### src/rtl/memory_stage.sv
// rtl/memory_stage.sv - MEM stage: data-memory load/store over req/ack with MEM/WB register
//
// Ports:
//   clk, rst (sync, active-low)
//   *M inputs      : control, destination, link value, store data and address from EX
//   dmem_* outputs : doubleword-aligned bus request with byte-lane strobes and data
//   dmem_ack/rdata : bus completion and read data
//   StallM         : holds upstream stages while an access is outstanding
//   *W outputs     : MEM/WB register, plus one-cycle MisalignW / BusErrW flags

module memory_stage #(
    parameter int TIMEOUT_CYCLES = 16,
    parameter int TO_W           = 5
) (
    input  logic        clk,
    input  logic        rst,
    input  logic        RegWriteEnM,
    input  logic        MemtoRegM,
    input  logic        JALM,
    input  logic        MemReadEnM,
    input  logic        MemWriteEnM,
    input  logic [1:0]  MemSizeM,
    input  logic [1:0]  LoadSizeM,
    input  logic [4:0]  RdM,
    input  logic [63:0] PcPlus4M,
    input  logic [63:0] ReadData2M,
    input  logic [63:0] ALUResultM,
    output logic        dmem_req,
    output logic        dmem_we,
    output logic [63:0] dmem_addr,
    output logic [63:0] dmem_wdata,
    output logic [7:0]  dmem_wstrb,
    input  logic        dmem_ack,
    input  logic [63:0] dmem_rdata,
    output logic        StallM,
    output logic        RegWriteEnW,
    output logic        MemtoRegW,
    output logic        JALW,
    output logic [4:0]  RdW,
    output logic [63:0] PcPlus4W,
    output logic [63:0] ALUResultW,
    output logic [63:0] ReadDataW,
    output logic        MisalignW,
    output logic        BusErrW
);

    localparam logic [0:0] IDLE = 1'b0;
    localparam logic [0:0] WAIT = 1'b1;

    logic [0:0]      state;
    logic [TO_W-1:0] waitCnt;

    logic        isAccess;
    logic        isStore;
    logic [1:0]  accSize;
    logic [2:0]  offset;
    logic        misaligned;
    logic        alignedAccess;
    logic        timedOut;
    logic        reqActive;
    logic        complete;
    logic        captureM;
    logic [7:0]  laneStrb;
    logic [63:0] laneWdata;
    logic [63:0] laneData;
    logic [63:0] loadData;

    always_comb begin
        isAccess = MemReadEnM | MemWriteEnM;
        // A store wins when both enables are set.
        isStore  = MemWriteEnM;
        accSize  = isStore ? MemSizeM : LoadSizeM;
        offset   = ALUResultM[2:0];
        case (accSize)
            2'b00:   misaligned = 1'b0;
            2'b01:   misaligned = offset[0];
            2'b10:   misaligned = |offset[1:0];
            default: misaligned = |offset;
        endcase
        alignedAccess = isAccess & ~misaligned;
    end

    // waitCnt holds (cycles already stalled - 1) while in WAIT, so the IDLE
    // request cycle counts toward the budget and StallM is high for exactly
    // TIMEOUT_CYCLES cycles before the abort cycle.
    assign timedOut = (state == WAIT) && (waitCnt == TO_W'(TIMEOUT_CYCLES - 1));

    // In WAIT the *M inputs are frozen, so the request keeps its original
    // address/data without needing a local copy.
    assign reqActive = rst && ((state == IDLE) ? alignedAccess : ~timedOut);
    assign complete  = rst && dmem_ack && (((state == IDLE) && alignedAccess) || (state == WAIT));
    assign captureM  = ((state == IDLE) && !isAccess) || complete;

    always_comb begin
        case (accSize)
            2'b00: begin
                laneStrb  = 8'b0000_0001 << offset;
                laneWdata = {8{ReadData2M[7:0]}};
            end
            2'b01: begin
                laneStrb  = 8'b0000_0011 << offset;
                laneWdata = {4{ReadData2M[15:0]}};
            end
            2'b10: begin
                laneStrb  = 8'h0F << offset;
                laneWdata = {2{ReadData2M[31:0]}};
            end
            default: begin
                laneStrb  = 8'hFF;
                laneWdata = ReadData2M;
            end
        endcase
    end

    assign dmem_req   = reqActive;
    assign dmem_we    = reqActive & isStore;
    assign dmem_wstrb = (reqActive & isStore) ? laneStrb : 8'h00;
    assign dmem_wdata = laneWdata;
    assign dmem_addr  = {ALUResultM[63:3], 3'b000};
    assign StallM     = reqActive & ~dmem_ack;

    // Move the addressed lane down to bit 0, then sign-extend by load size.
    always_comb begin
        laneData = dmem_rdata >> {offset, 3'b000};
        case (LoadSizeM)
            2'b00:   loadData = {{56{laneData[7]}},  laneData[7:0]};
            2'b01:   loadData = {{48{laneData[15]}}, laneData[15:0]};
            2'b10:   loadData = {{32{laneData[31]}}, laneData[31:0]};
            default: loadData = laneData;
        endcase
    end

    always_ff @(posedge clk) begin
        if (!rst) begin
            state       <= IDLE;
            waitCnt     <= '0;
            RegWriteEnW <= 1'b0;
            MemtoRegW   <= 1'b0;
            JALW        <= 1'b0;
            RdW         <= 5'd0;
            PcPlus4W    <= 64'd0;
            ALUResultW  <= 64'd0;
            ReadDataW   <= 64'd0;
            MisalignW   <= 1'b0;
            BusErrW     <= 1'b0;
        end else begin
            if (captureM) begin
                RegWriteEnW <= RegWriteEnM;
                MemtoRegW   <= MemtoRegM;
                JALW        <= JALM;
                RdW         <= RdM;
                PcPlus4W    <= PcPlus4M;
                ALUResultW  <= ALUResultM;
                ReadDataW   <= (complete && !isStore) ? loadData : 64'd0;
            end else begin
                // Bubble: stalled, squashed or aborted access.
                RegWriteEnW <= 1'b0;
                MemtoRegW   <= 1'b0;
                JALW        <= 1'b0;
                RdW         <= 5'd0;
                PcPlus4W    <= 64'd0;
                ALUResultW  <= 64'd0;
                ReadDataW   <= 64'd0;
            end

            MisalignW <= (state == IDLE) && isAccess && misaligned;
            BusErrW   <= timedOut && !dmem_ack;

            case (state)
                IDLE: begin
                    if (alignedAccess && !dmem_ack) begin
                        state   <= WAIT;
                        waitCnt <= '0;
                    end
                end
                default: begin
                    if (dmem_ack || timedOut) begin
                        state <= IDLE;
                    end else begin
                        waitCnt <= waitCnt + TO_W'(1);
                    end
                end
            endcase
        end
    end

endmodule

### config.mk
export PLATFORM = sky130hd
export DESIGN_NAME = memory_stage
export DESIGN_NICKNAME = d
export VERILOG_FILES = /design/src/rtl/memory_stage.sv
export SDC_FILE = /design/constraint.sdc
export NUM_CORES = 1
export LEC_CHECK = 0
export CAP_MARGIN = 20
export CORE_AREA = 2 2 239 241
export CTS_BUF_LIST = sky130_fd_sc_hd__clkbuf_4 sky130_fd_sc_hd__clkbuf_8
export CTS_CLUSTER_DIAMETER = 80
export DETAILED_ROUTE_END_ITERATION = 7
export DIE_AREA = 0 0 241 243
export HOLD_SLACK_MARGIN = 0.05
export PLACE_DENSITY = 0.5
export SYNTH_ARGS = -nofsm -noshare
export SYNTH_HDL_FRONTEND = slang
export SYNTH_SLANG_ARGS = --single-unit
### constraint.sdc
create_clock -name clk -period 3.8 [get_ports clk]
set_input_delay 0.57 -clock clk [delete_from_list [all_inputs] [get_ports clk]]
set_output_delay 0.57 -clock clk [all_outputs]
set_load 0.1 [all_outputs]
==> Word level (Yosys, flattened, before mapping) <==
Cells that the tools add are included.
{ "classes": {"add_sub_neg": 1, "n_mux": 13, "n_bitwise": 8, "n_shift": 4, "eq_ne": 6, "n_reduce_logical": 25} }
{ "op_table": {"columns": ["operator", "count"], "rows": [
  ["one-hot mux 64 bit (3 select lines)", 2],
  [">> shifter 64 x 6 -> 64 bit", 1],
  ["one-hot mux 8 bit (3 select lines)", 1],
  ["two-way mux 5 bit", 3],
  ["logical AND 1 bit", 11],
  ["two-way mux 8 bit", 1],
  ["left shift 1 x 3 -> 8 bit (first input constant)", 1],
  ["left shift 2 x 3 -> 8 bit (first input constant)", 1],
  ["left shift 4 x 3 -> 8 bit (first input constant)", 1],
  ["adder 5 x 1 -> 5 bit (second input constant)", 1],
  ["== test 5 x 4 -> 1 bit (second input constant)", 1],
  ["== test 2 x 1 -> 1 bit (second input constant)", 2],
  ["== test 2 bit (second input constant)", 2],
  ["logical NOT 2 bit", 2],
  ["two-way mux 1 bit", 4],
  ["inverter 1 bit", 4],
  ["AND reduction 2 bit", 2],
  ["AND 1 bit", 3],
  ["logical NOT 1 bit", 3],
  ["logical OR 1 bit", 3],
  ["one-hot mux 1 bit (3 select lines)", 1],
  ["AND reduction 3 bit", 1],
  ["OR reduction 3 bit", 1],
  ["two-way mux 2 bit", 1],
  ["4 further kinds", 4]
]} }
{ "word_totals": {"word_cells": 68, "out_inout_bits": 341, "register_bits": 208, "inputBits": 273} }

==> Logic depth before layout (Yosys ltp) <==
Gate-level depths: netlist of the first run.
{ "depth": {"depth_word": 10, "mapped_depth": 14, "ltp_nobuf": 9} }

==> Worst setup path before layout of the first run <==
OpenSTA, ideal clock, no wires.
{ "synth_timing": {"path_type": "input-to-output", "from": "input MemWriteEnM", "to": "output dmem_wdata[27]", "path_stages": 8, "n_path_buf": 4, "t_required_ps": 3230, "arrival_ps": 4194, "slack_ps": -964, "cell_sequence": "clkbuf_1 mux2i_1 inv_1 ha_1 clkbuf_1 buf_1 clkbuf_1 o21ai_0"} }
{ "synth_via": {"elab_chain_len": 3, "elab_cells_between_ends": 5, "classes_between": "eq/ne: 2; mux: 2; reduce/logical: 1"} }
{ "synth_lines": {"columns": ["element", "line", "source"], "rows": [
  ["from (decl)", "21", "input logic MemWriteEnM,"],
  ["two-way mux 2 bit (*)", "72", "accSize = isStore ? MemSizeM : LoadSizeM;"],
  ["== test 2 bit, or another cell as far along", "95", "case (accSize)"],
  ["one-hot mux 64 bit (3 select lines) (*)", "95", null],
  ["to (decl)", "31", "output logic [63:0] dmem_wdata,"]
]} }
Every way passes the cells marked *; elsewhere a longest branch is shown, timed or not.

==> Final worst setup path of the first run <==
{ "layout_timing": {"from": "input LoadSizeM[0]", "to": "output dmem_wstrb[5]"} }
{ "layout_via": {"elab_chain_len": 9, "elab_cells_between_ends": 12, "classes_between": "eq/ne: 2; mux: 5; bitwise: 3; reduce/logical: 2"} }
{ "layout_lines": {"columns": ["element", "line", "source"], "rows": [
  ["from (decl)", "23", "input logic [1:0] LoadSizeM,"],
  ["two-way mux 2 bit (*)", "72", null],
  ["== test 2 bit, or another cell as far along", "74, 95", null],
  ["one-hot mux 1 bit (3 select lines)", "74", "case (accSize)"],
  ["inverter 1 bit", "80", "alignedAccess = isAccess & ~misaligned;"],
  ["AND 1 bit", "80", null],
  ["two-way mux 1 bit", "90", "assign reqActive = rst && ((state == IDLE) ? alignedAccess : ~timedOut);"],
  ["logical AND 1 bit", "90", null],
  ["AND 1 bit", "117", "assign dmem_wstrb = (reqActive & isStore) ? laneStrb : 8'h00;"],
  ["two-way mux 8 bit (*)", "117", null],
  ["to (decl)", "32", "output logic [7:0] dmem_wstrb,"]
]} }
Marks and branches as above.

==> metrics.yaml, run 1 <==
drtPass1Iterations: 5
wl_um: 43700
drive_gt1_frac: 0.237
finalSetupTns_ns: 0
synth_cells: 992
final_cell_mix: "clkdlybuf4s50_1, dfxtp_1, and2_1"
hold-path-cell-count: 2
root_buffer: "clkbuf_8"
area_growth_pct: 84.6
yosys.area_share.adder: 0.0105
cp.required_ns: 3.23
wl_per_cell_um: 18.7
synthSimpleGateAreaFrac: 0.187
drcViolationCount: 0
yosysWarnings: 0
post_synth_mux_area_share: 0.0989
grt_overflow: 0
grt_pass1_vias: 9633
leakage_uw: 0.00686
drv_slew: 0
arrival_ns: 3.08
finClkSkew_ns: 0.0175
rsz0062_at_grt: "no"
hpwl_um: 35100
drt_iter0_drc: 487
cp.buffers_inverters: 4
slowest_delay_ns: 0.51
cts_buffer_depth: 3
initial_utilization: 0.170
grt_max_degree: 53
post-route-util: 0.314
path_delay_family: "buffers and inverters"
power_frac_comb: 0.408
outcome: "complete, no violations"
finalHoldViolations: 0
total_power_uw: 8280
std_cell_rows: 87
cp_max_fo: 9
place_area_um2: 16600
setup_ws_ns: 0.152
min_path_type: "primary input to register"
reg2reg_depth: 9
synth-edff-count: 0
synth_compound_area_frac: 0.156
critical_path.cell_chain: "clkdlybuf4s50_1 -> inv_1 -> o21a_1 -> ha_1 -> or2_1 -> a21o_4 -> a21oi_2 -> nand4_2 -> buf_12 -> nor2_2 -> buf_12"
cts_buffers: 40
die_h_um: 243
synthArstFlopShare: 0
viasPerCell: 4.00
ys_ff_latch: 208
cp_num_cells: 11
critPathKind: "primary input to output pin"
antenna_found_initial: 6
cts_setup_buffers: 0
p_int_uw: 4890
dp_slack_ns: 0.0268
die_area_um2: 58600
fin_crit_sh: 0.960
cts_sinks: 208
period_needed_ns: 3.65
insertion_delay_ns: 0.57
cpMostUsedCell: "buf_12"
fin_area_um2: 17600
layout_commonest_cell: "clkdlybuf4s50_1"
die_x_um: 241
synth_cell_types: 62
track_usage: 0.141
cts_max_level: 2
io_buffers: 610
ys.flop_type: "dfxtp_1"
tritoncts: "yes"
synthXorXnorAreaFrac: 0
num_vias: 9326
synth_top_family_by_area: "simple AND/OR/NAND/NOR gates"
worst_pin_slew_ns: 1.08
layout.nets: 1828
core_um2: 56000
seq_area_frac_synth: 0.437
clkPwrFrac: 0.313
ant_nets: 0
max_cap_violations: 0
place.gp.congestion: 0.837
avgSynthCellArea_um2: 9.60
power.density_nw_per_um2: 471
slew-limit-headroom: 0.279
cp-end-kind: "output pin"
ir_worst_vdd_mv: 0.262
grt_pass1_wl_um: 61900
p_seq_frac: 0.279
slowest_stage: "clkdlybuf4s50_1"
max_freq_mhz: 274
switching_share: 0.409
clk_pin_slew_ns: 0.05
ios: 614
p_sw_uw: 3390
netlist_area_um2: 9520
startpoint_type: "primary input"
fillerInstances: 5837
setup_violations: 0
[cell families after synthesis]
kind of cell | Yosys count
adders and majority gates | 8
and+or+nand+nor | 340
AOI/OAI and AO/OA | 198
muxes | 71
DFF | 208
buffers and inverters | 166
other | 1
[power groups by stage]
stage / clock network, µW / registers, µW / logic (µW)
3_5_place_dp: 0 / 2360 / 3390
5_1_grt: 2790 / 2320 / 3500
6_report: 2590 / 2310 / 3380
3_3_place_gp: 0 / 2360 / 3390
2_1_floorplan: 0 / 3070 / 1530
4_1_cts: 2710 / 2310 / 3400
[sequential cells by signal (all words and copies together), names as in the netlist]
register / cells
ALUResultW: 64
BusErrW: 1
JALW: 1
MemtoRegW: 1
MisalignW: 1
PcPlus4W: 64
RdW: 5
ReadDataW: 64
RegWriteEnW: 1
state: 1
waitCnt: 5
[synth_stat cells, drive strengths merged (7+ instances only)]
cell type / number / share of area
dfxtp: 208 / 0.44
and2: 138 / 0.091
nand2: 124 / 0.049
buf: 113 / 0.088
a21oi: 84 / 0.061
mux2i: 39 / 0.041
o21ai: 35 / 0.018
clkbuf: 30 / 0.013
nor2: 30 / 0.013
inv: 23 / 0.0091
mux4: 17 / 0.040
a22o: 16 / 0.015
mux2: 15 / 0.018
nand2b: 10 / 0.0066
nor3: 10 / 0.0070
a21boi: 9 / 0.0075
a222oi: 8 / 0.0084
ha: 8 / 0.011
nor2b: 8 / 0.0053
o2bb2ai: 7 / 0.0078
[worst reg2reg max path: cells and delay by family, from the launching register on]
family / cells / cell delay, ns
AOI/OAI and AO/OA: 2 / 0.45
adders and majority gates: 2 / 0.41
buffers and inverters: 2 / 0.30
DFF: 1 / 0.33
and+or+nand+nor: 3 / 0.41
[stage by stage]
stage / instances / hold slack, ns
after floorplan: 994 / 0.424
after global placement: 2261 / 0.448
after detailed placement: 2261 / 0.460
after CTS: 2331 / 0.379
after global routing: 2333 / 0.419
final: 2333 / 0.458
[repair_timing]
item | 4_1_cts | 5_1_grt
hold buffers | 0 | 0
resized for setup | 1 | 6
pin swaps | 0 | 1
gates cloned | 0 | 0
endpoints found under the setup margin | 1 | 7
[layout make-up]
class                           instances  area, µm²  share of cell area
Timing Repair Buffer                  654       7000               0.398
Multi-Input combinational cell        620       4450               0.253
Sequential cell                       208       4160               0.237
Tap cell                              756        946              0.0538
Clock buffer                           55        701              0.0399
Clock inverter                         15        228              0.0130
Inverter                               23       86.3             0.00491
Antenna cell                            2       5.00            0.000285
[layer usage]
layer  GRT usage  share of wire  routed length, µm
met1       0.159           0.39              17000
met2       0.248           0.49              21500
met3      0.0450          0.091               3960
met4      0.0505          0.028               1230
met5           0              0                  0
[path summary, 6_finish.rpt]
| check | slack [ns] | startpoint | endpoint |
|---|---|---|---|
| min | 0.46 | ALUResultM[0] | ALUResultW[0] |
| max | 0.15 | LoadSizeM[0] | dmem_wstrb[5] |
| min reg2reg | 0.46 | waitCnt[3] | waitCnt[3] |
| max reg2reg | 1.82 | waitCnt[0] | waitCnt[1] |
(Power assumes the default switching activity.)
==> inputs of run 2 (changes only) <==
--- a/config.mk
+++ b/config.mk
@@ -12,6 +12,7 @@
 export DETAILED_ROUTE_END_ITERATION = 7
 export DIE_AREA = 0 0 241 243
 export HOLD_SLACK_MARGIN = 0.05
+export MAX_ROUTING_LAYER = met4
 export PLACE_DENSITY = 0.5
 export SYNTH_ARGS = -nofsm -noshare
 export SYNTH_HDL_FRONTEND = slang
==> run 2 against run 1 <==
Against the previous run:
- wire length decreased by 0.17%
- critical path type unchanged
- utilization unchanged
- largest power group unchanged
- register-to-register slack about the same
- die area unchanged
==> metrics.yaml, run 2 (synthesis results as in run 1) <==
p_int_uw: 4890
slowest_stage: "clkdlybuf4s50_1"
cts_sinks: 208
critical_path.cell_chain: "clkdlybuf4s50_1 -> inv_1 -> o21a_1 -> ha_1 -> or2_1 -> a21o_4 -> a21oi_2 -> nand4_2 -> buf_12 -> inv_1 -> buf_12"
setup_violations: 0
arrival_ns: 3.08
ios: 614
worst_pin_slew_ns: 1.08
startpoint_type: "primary input"
slew-limit-headroom: 0.279
drv_slew: 0
num_vias: 9356
p_seq_frac: 0.279
cts_setup_buffers: 0
cp.buffers_inverters: 5
rsz0062_at_grt: "no"
final_cells: 2333
ant_nets: 0
wl_per_cell_um: 18.7
die_area_um2: 58600
cp_max_fo: 9
finClkSkew_ns: 0.0180
grt_pass1_wl_um: 61800
cts_max_level: 2
hold_start: "ALUResultM[0]"
cp.required_ns: 3.23
drcViolationCount: 0
insertion_delay_ns: 0.57
drtPass1Iterations: 5
std_cell_rows: 87
wl_um: 43600
layout.nets: 1828
dp_cells: 2261
layout_commonest_cell: "clkdlybuf4s50_1"
place.gp.congestion: 0.850
max_freq_mhz: 274
max_cap_violations: 0
leakage_uw: 0.00686
drt_iter0_drc: 441
power_frac_comb: 0.408
clkPwrFrac: 0.313
hpwl_um: 35100
reg2reg_depth: 9
antenna_found_initial: 6
rr_startpoint: "waitCnt[0]"
period_needed_ns: 3.65
hold-path-cell-count: 2
track_usage: 0.146
die_h_um: 243
cp-end-kind: "output pin"
cts_buffers: 40
clk_pin_slew_ns: 0.05
viasPerCell: 4.01
largest_registers: "ALUResultW (64), PcPlus4W (64), ReadDataW (64)"
drive_gt1_frac: 0.237
fillerInstances: 5837
cts_hold_buffers: 0
grt_pass1_vias: 9715
io_buffers: 610
core_um2: 56000
final_cell_mix: "clkdlybuf4s50_1, dfxtp_1, and2_1"
root_buffer: "clkbuf_8"
grt_overflow: 0
holdWs_ns: 0.457
finalHoldViolations: 0
grt_max_degree: 53
power.density_nw_per_um2: 471
path_delay_family: "buffers and inverters"
fin_crit_sh: 0.959
p_sw_uw: 3390
switching_share: 0.410
total_power_uw: 8290
ir_worst_vdd_mv: 0.262
cp_num_cells: 11
initial_utilization: 0.170
die_x_um: 241
area_growth_pct: 84.6
startpoint: "LoadSizeM[0]"
slowest_delay_ns: 0.50
cts_buffer_depth: 3
min_path_type: "primary input to register"
outcome: "complete, no violations"
tritoncts: "yes"
critPathKind: "primary input to output pin"
post-route-util: 0.314
==> run 2: cell counts in the layout (fill, tap and decap cells not counted) <==
Identical to the previous run, type by type.
==> run 2: layout make-up <==
class	instances	area [µm²]	area share
diodes	2	5.00	0.000285
clock buffers	55	701	0.0399
clock inverters	15	228	0.0130
inverters	23	86.3	0.00491
multi-input cells	620	4450	0.253
flip-flops and latches	208	4160	0.237
well taps	756	946	0.0538
repair buffers	654	7000	0.398
==> run 2: worst register-to-register path: cells and delay by family (launching register included) <==
kind / cells / cell delay (ns)
AOI/OAI and AO/OA: 2 / 0.45
adders and majority gates: 2 / 0.41
and+or+nand+nor: 3 / 0.41
DFF: 1 / 0.33
buffers and inverters: 2 / 0.31
==> run 2: path summary, 6_finish.rpt <==
path	end	slack, ns
hold reg to reg	waitCnt[3]	0.46
setup / recovery	dmem_we	0.15
setup reg to reg	waitCnt[1]	1.82
hold / removal	ALUResultW[0]	0.46
==> run 2: power groups by stage <==
stage               Combinational, µW  Clock [µW]  Sequential, µW
global route                     3490        2790            2320
floorplan                        1530           0            3070
global placement                 3390           0            2360
CTS                              3400        2710            2310
finish                           3380        2600            2310
detailed placement               3390           0            2360
==> run 2: metrics by stage <==
step                      cell area [µm²]  TNS (ns)  worst slack [ns]
after detailed placement            16600         0            0.0268
after floorplan                      9630     -7.56            -0.742
after CTS                           17500         0            0.0185
after global routing                17600         0           0.00208
final                               17600         0             0.155
after global placement              16600         0            0.0505
==> run 2: repair_timing <==
item | CTS | global route
pin swaps | 0 | 1
gates cloned | 0 | 0
resized for setup | 1 | 6
endpoints found under the setup margin | 1 | 7
==> run 2: routing by layer <==
metal  global-route usage  share of wire  vias to the layer above
met5                    -              0                        -
met4               0.0505          0.029                        0
met3               0.0433          0.093                       65
met2                0.248           0.49                      513
met1                0.160           0.39                     4365
li1                     -              -                     4413
